===== src/rtl/sipo_frame_ctrl.sv =====
// Frame controller for a WIDTH-bit serial-in/parallel-out datapath with a valid/ready word output.
// Optional trailing even-parity bit per frame is enabled by defining PARITY_CHECK_EN.
module sipo_frame_ctrl #(
  parameter  int WIDTH = 8,
  localparam int CNT_W = $clog2(WIDTH + 1)
) (
  input  logic             clk,
  input  logic             reset,
  input  logic             sin,
  input  logic             sin_valid,
  input  logic             sof,
  output logic [WIDTH-1:0] dout,
  output logic             dout_valid,
  input  logic             dout_ready,
  output logic             busy,
  output logic [CNT_W-1:0] bit_cnt,
  output logic             frame_err,
  output logic             overrun,
  input  logic             ovr_clr,
  output logic             par_err
);

  typedef enum logic [1:0] {
    IDLE  = 2'd0,
    SHIFT = 2'd1,
    PAR   = 2'd2,
    HOLD  = 2'd3
  } state_t;

  localparam logic [CNT_W-1:0] CNT_ONE  = CNT_W'(1);
  localparam logic [CNT_W-1:0] CNT_LAST = CNT_W'(WIDTH - 1);

  state_t           state, state_n;
  logic [WIDTH-1:0] dout_n;
  logic [WIDTH-1:0] shifted;
  logic             valid_n;
  logic [CNT_W-1:0] cnt_n;
  logic             ferr_n;
  logic             ovr_set;
  logic             ovr_n;
  logic             busy_n;
  logic             handshake;

`ifdef PARITY_CHECK_EN
  logic par_q, par_n;

  function automatic logic even_parity(input logic [WIDTH-1:0] word, input logic pbit);
    return ^{word, pbit};
  endfunction
`endif

  assign shifted   = {dout[WIDTH-2:0], sin};
  assign handshake = dout_valid & dout_ready;

  // Next-state and next-output decode for the frame FSM
  always_comb begin
    state_n = state;
    dout_n  = dout;
    valid_n = dout_valid;
    cnt_n   = bit_cnt;
    ferr_n  = 1'b0;
    ovr_set = 1'b0;
`ifdef PARITY_CHECK_EN
    par_n   = par_q;
`endif
    case (state)
      IDLE: begin
        if (sin_valid && sof) begin
          dout_n  = shifted;
          cnt_n   = CNT_ONE;
          state_n = SHIFT;
        end else begin
          state_n = IDLE;
        end
      end
      SHIFT: begin
        if (sin_valid && sof) begin
          // Resync takes priority even when this would have been the last bit
          dout_n = shifted;
          cnt_n  = CNT_ONE;
          ferr_n = 1'b1;
        end else if (sin_valid) begin
          dout_n = shifted;
          cnt_n  = bit_cnt + CNT_ONE;
          if (bit_cnt == CNT_LAST) begin
`ifdef PARITY_CHECK_EN
            state_n = PAR;
`else
            state_n = HOLD;
            valid_n = 1'b1;
`endif
          end else begin
            state_n = SHIFT;
          end
        end else begin
          state_n = SHIFT;
        end
      end
      PAR: begin
`ifdef PARITY_CHECK_EN
        if (sin_valid && sof) begin
          dout_n  = shifted;
          cnt_n   = CNT_ONE;
          ferr_n  = 1'b1;
          state_n = SHIFT;
        end else if (sin_valid) begin
          par_n   = even_parity(dout, sin);
          valid_n = 1'b1;
          state_n = HOLD;
        end else begin
          state_n = PAR;
        end
`else
        state_n = IDLE;
`endif
      end
      HOLD: begin
        if (handshake) begin
          valid_n = 1'b0;
          cnt_n   = '0;
          state_n = IDLE;
`ifdef PARITY_CHECK_EN
          par_n   = 1'b0;
`endif
          if (sin_valid && sof) begin
            dout_n  = shifted;
            cnt_n   = CNT_ONE;
            state_n = SHIFT;
          end else begin
            dout_n  = dout;
          end
        end else if (sin_valid) begin
          ovr_set = 1'b1;
        end else begin
          state_n = HOLD;
        end
      end
      default: begin
        state_n = IDLE;
      end
    endcase
    if (ovr_set) begin
      ovr_n = 1'b1;
    end else if (ovr_clr) begin
      ovr_n = 1'b0;
    end else begin
      ovr_n = overrun;
    end
    busy_n = (state_n == SHIFT) || (state_n == PAR);
  end

  // State and output registers
  always_ff @(posedge clk) begin
    if (!reset) begin
      state      <= IDLE;
      dout       <= '0;
      dout_valid <= 1'b0;
      bit_cnt    <= '0;
      frame_err  <= 1'b0;
      overrun    <= 1'b0;
      busy       <= 1'b0;
`ifdef PARITY_CHECK_EN
      par_q      <= 1'b0;
`endif
    end else begin
      state      <= state_n;
      dout       <= dout_n;
      dout_valid <= valid_n;
      bit_cnt    <= cnt_n;
      frame_err  <= ferr_n;
      overrun    <= ovr_n;
      busy       <= busy_n;
`ifdef PARITY_CHECK_EN
      par_q      <= par_n;
`endif
    end
  end

`ifdef PARITY_CHECK_EN
  assign par_err = par_q;
`else
  assign par_err = 1'b0;
`endif

endmodule


===== config.mk =====
export PLATFORM = sky130hd
export DESIGN_NAME = sipo_frame_ctrl
export DESIGN_NICKNAME = d
export VERILOG_FILES = /design/src/rtl/sipo_frame_ctrl.sv
export SDC_FILE = /design/constraint.sdc
export NUM_CORES = 1
export LEC_CHECK = 0
export CORE_ASPECT_RATIO = 1.5
export CORE_UTILIZATION = 35
export DETAILED_ROUTE_END_ITERATION = 8
export PLACE_DENSITY = 0.69
export SLEW_MARGIN = 10
export SYNTH_ARGS = -nofsm -noshare
export SYNTH_HDL_FRONTEND = slang
export SYNTH_SLANG_ARGS = --single-unit

===== constraint.sdc =====
create_clock -name clk -period 2.39 [get_ports clk]
set_input_delay 0.5975 -clock clk [delete_from_list [all_inputs] [get_ports clk]]
set_output_delay 0.5975 -clock clk [all_outputs]
set_load 0.02 [all_outputs]

==> out/results.env <==
CELLS_ALONG_THE_CRITICAL_PATH='clkdlybuf4s50_1'
FP.DIEW_UM=42.0
TRITONCTS='done'
DETAILEDROUTE.FIRSTITERATIONVIOLATIONS=16
CLOCK_POWER_SHARE_PCT=32.9
POST-ROUTE-WORST-SETUP-SLACK_NS=0.384
CTS_HOLD_REPAIR.BUFFERS=0
TIMING.CRITICAL_PATH.SLOWEST_CELL_DELAY_NS=0.65
MAX_CAP_VIOLATIONS=0
PLACEMENTROWS=21
IOS=24
FINALPOWER_uW=567
WORST-ENDPOINT-ARRIVAL_NS=1.41
SYNTH_SEQ_AREA_SHARE_PCT=42.9
CRITPATHLAUNCHTYPE='flip-flop'
YOSYS-TOP-CELLS-AREA='sky130_fd_sc_hd__dfxtp_1 43%, sky130_fd_sc_hd__mux2i_1 9.5%, sky130_fd_sc_hd__nand2_1 7.6%'
WORSTSKEWPAIRLATENCY_NS=0.29
POST_ROUTE_WORST_HOLD_SLACK_NS=0.472
WORST-PATH-BUF-INV=1
POST_CTS_RESIZED=0
CELL_LEAKAGE_POWER_nW=0.429
SWITCHING_SHARE_PCT=23.9
FINAL-MAX-SLEW-VIOLATION-COUNT=0
CRITICAL_PATH.SLOWEST_CELL='sky130_fd_sc_hd__clkdlybuf4s50_1'
MIN_PERIOD_OVER_PERIOD_PCT=83.9
FLOORPLAN.DIE_AREA_UM2=2610
STATUS='finished, final reports clean'
SETUP_TNS_AFTER_FINAL_LAYOUT_NS=0
WL_PER_CELL_UM=12.1
POSTCTSSETUPREPAIRBUFS=0
P_SWITCHING_uW=135
ANTENNA_FOUND_INITIAL=0
FINCLKSKEW_NS=0.000565
SYNTHESIS.AREA_PER_INSTANCE_UM2=9.14
PLACE_CONGESTION=0.726
WORST-PATH-MAX-FANOUT=7
YS_FF_LATCH=18
IO_BUFFERS=22
SYN2LAYOUT_AREA_GROWTH_PCT=29.8
HOLDCRITPATHCLASS='reg -> reg'
H_TREE_DEPTH=1
N_ANTENNA_CELL=0
POSTSYNTHCELLCOUNT=92
START_UTIL_PCT=37.2
WORST-ENDPOINT-REQUIRED_NS=1.79
POST_ROUTE_CELL_AREA_UM2=1090
DETAIL_ROUTE.DRC_VIOLATIONS=0
NETLIST_AREA_UM2=841
COMB_POWER_SHARE_PCT=12.0
DESIGN.CORE.AREA_UM2=2260
ROUTED-VIA-COUNT=713
GRT_USE_TOTAL_PCT=13.7
POST_SYNTH_MOST_FREQUENT_CELLS='18 x sky130_fd_sc_hd__dfxtp_1, 17 x sky130_fd_sc_hd__nand2_1, 8 x sky130_fd_sc_hd__mux2i_1'
CLOCK_TREE.ROOT_CELL='sky130_fd_sc_hd__clkbuf_4'
SYNTH.YOSYS.WARNINGS=0
DETAILEDROUTE.FIRSTPASSITERATIONCOUNT=5
DIE-HEIGHT_UM=62.0
TIMING_WORST_SLEW_PIN_VALUE_NS=0.591
CLOCKBUFFERDEPTH=2
DPL_WORST_SLACK_NS=0.348
CPLARGESTDELAYFAMILY='buffers and inverters'
DRTANTENNAVIOLNETS=0
SYNTHDOMINANTAREACELLTYPE='sky130_fd_sc_hd__dfxtp_1'
NETLIST.AREA_LEADER.SHARE_PCT=42.9
DRT_WL_TOTAL_UM=1650
FINAL_CORE_UTILIZATION_PCT=48.3
IRDROPWORSTVDD_uV=334
SYNTH.LIB_CELLS_USED.DISTINCT=32
GRT_PASS1_WL_UM=2690
FINAL.MIN_CLOCK_PERIOD_NS=2.01
MOST_COMMON_CELL_IN_THE_SYNTHESIZED_NETLIST='sky130_fd_sc_hd__dfxtp_1'
INTERNAL_POWER_uW=431
TIMING.FINAL.HOLD_VIOLATIONS=0
FMAX_MHz=499
PLACED_CELLS=132
POST_DP_CELL_AREA_UM2=1050
GRT_OVERFLOW=0
CELLPOWERDENSITY_nW_PER_UM2=519
SETUP_REPAIR_AFTER_GLOBAL_ROUTING_MISSED_ITS_MARGIN='no'
SYNTH.NET_COUNT=100
SETUP_VIOLATIONS=0
GRT_START_MAX_NET_PINS=20
ROUTED_VIA_DENSITY=5.24
POWER_FRAC_SEQ_PCT=55.1
SYNTH_EDF_COUNT=0
LAYOUT.CELLS.NON_FILLER=136
CRIT_PATH_END_KIND='primary output'
SETUP.WORST_PATH.CLASS='reg -> out'
ASYNC_FLOP_SHARE_PCT=0
DETAILED_PLACE_HPWL_UM=1220
SINK_COUNT=18
MAX-SLEW-MARGIN-REL_PCT=60.5
FINALNETCOUNT=122
TRITONCTS.NUM_BUFFERS=3
CTS.REPORTEDPATHS.CLKPINSLEW_NS=0.10
YS.FLOP_TYPE='sky130_fd_sc_hd__dfxtp_1'
GRT_PASS1_VIAS=652
DRIVE_ABOVE_1_SHARE_PCT=8.85
==> flip-flops by register name, summed over array words and instances (netlist names) <==
name	cells
dout	8
busy	1
dout_valid	1
state	2
bit_cnt	4
frame_err	1
overrun	1
==> cells by family after synthesis <==
family                   Yosys count  synth area share, %
adder cells (fa/ha/maj)            1                 1.49
multiplexers                       8                 9.52
buffers and inverters              9                 6.40
other                              1                0.446
AO/OA/AOI/OAI                     17                 14.9
flip-flops                        18                 42.9
AND/OR/NAND/NOR                   38                 24.4
==> tightest hold or removal path, stage by stage (launching register included) <==
cell and delay [ns]:
sky130_fd_sc_hd__dfxtp_1 0.33, sky130_fd_sc_hd__nand2_1 0.05, sky130_fd_sc_hd__mux2i_1 0.05
==> area by class of cell <==
type	instances	area [um2]
clock buffers	4	36.3
fillers	227	1170
inverters	3	11.3
multi-input cells	65	427
flip-flops and latches	18	360
well taps	23	28.8
repair buffers	23	228
==> power groups by stage <==
stage / Sequential (mW) / Combinational [mW] / Clock [mW]
final: 0.312 / 0.0681 / 0.187
after global routing: 0.313 / 0.0741 / 0.202
after CTS: 0.312 / 0.0683 / 0.192
after detailed placement: 0.319 / 0.0679 / 0
after global placement: 0.319 / 0.0676 / 0
after floorplan: 0.321 / 0.0405 / 0
==> path summary, 6_finish.rpt <==
| kind | from | endpoint | slack, ns | cells after the start |
|---|---|---|---|---|
| max | dout_valid$_SDFFE_PN0P_ | dout_valid | 0.38 | 1 |
| min | dout[7]$_SDFFE_PN0P_ | dout[7]$_SDFFE_PN0P_ | 0.47 | 2 |
| max reg2reg | bit_cnt[0]$_SDFFE_PN0P_ | busy$_SDFF_PN0_ | 0.80 | 5 |
| min reg2reg | dout[7]$_SDFFE_PN0P_ | dout[7]$_SDFFE_PN0P_ | 0.47 | 2 |
==> metal layers <==
metal  GRT usage [%]  vias up  wire length (um)
met5               0        -                 0
met4            9.82        0                40
met3            2.02        4                80
met2            26.3       24               869
met1            13.5      327               658
li1                -      358                 -
==> placed cells by master, fill, tap and decap left out, types with 2 or more instances in the layout <==
cell and instances:
sky130_fd_sc_hd__a21boi_0 2, sky130_fd_sc_hd__a21oi_1 6, sky130_fd_sc_hd__clkbuf_4 3, sky130_fd_sc_hd__clkdlybuf4s50_1 22
sky130_fd_sc_hd__dfxtp_1 18, sky130_fd_sc_hd__inv_1 3, sky130_fd_sc_hd__mux2i_1 8, sky130_fd_sc_hd__nand2_1 17
sky130_fd_sc_hd__nand3_1 5, sky130_fd_sc_hd__nor2_1 3, sky130_fd_sc_hd__nor2b_1 2, sky130_fd_sc_hd__o211ai_1 2
sky130_fd_sc_hd__o21ai_0 2, sky130_fd_sc_hd__o2bb2ai_1 2
Power figures use the tool's default switching activity.
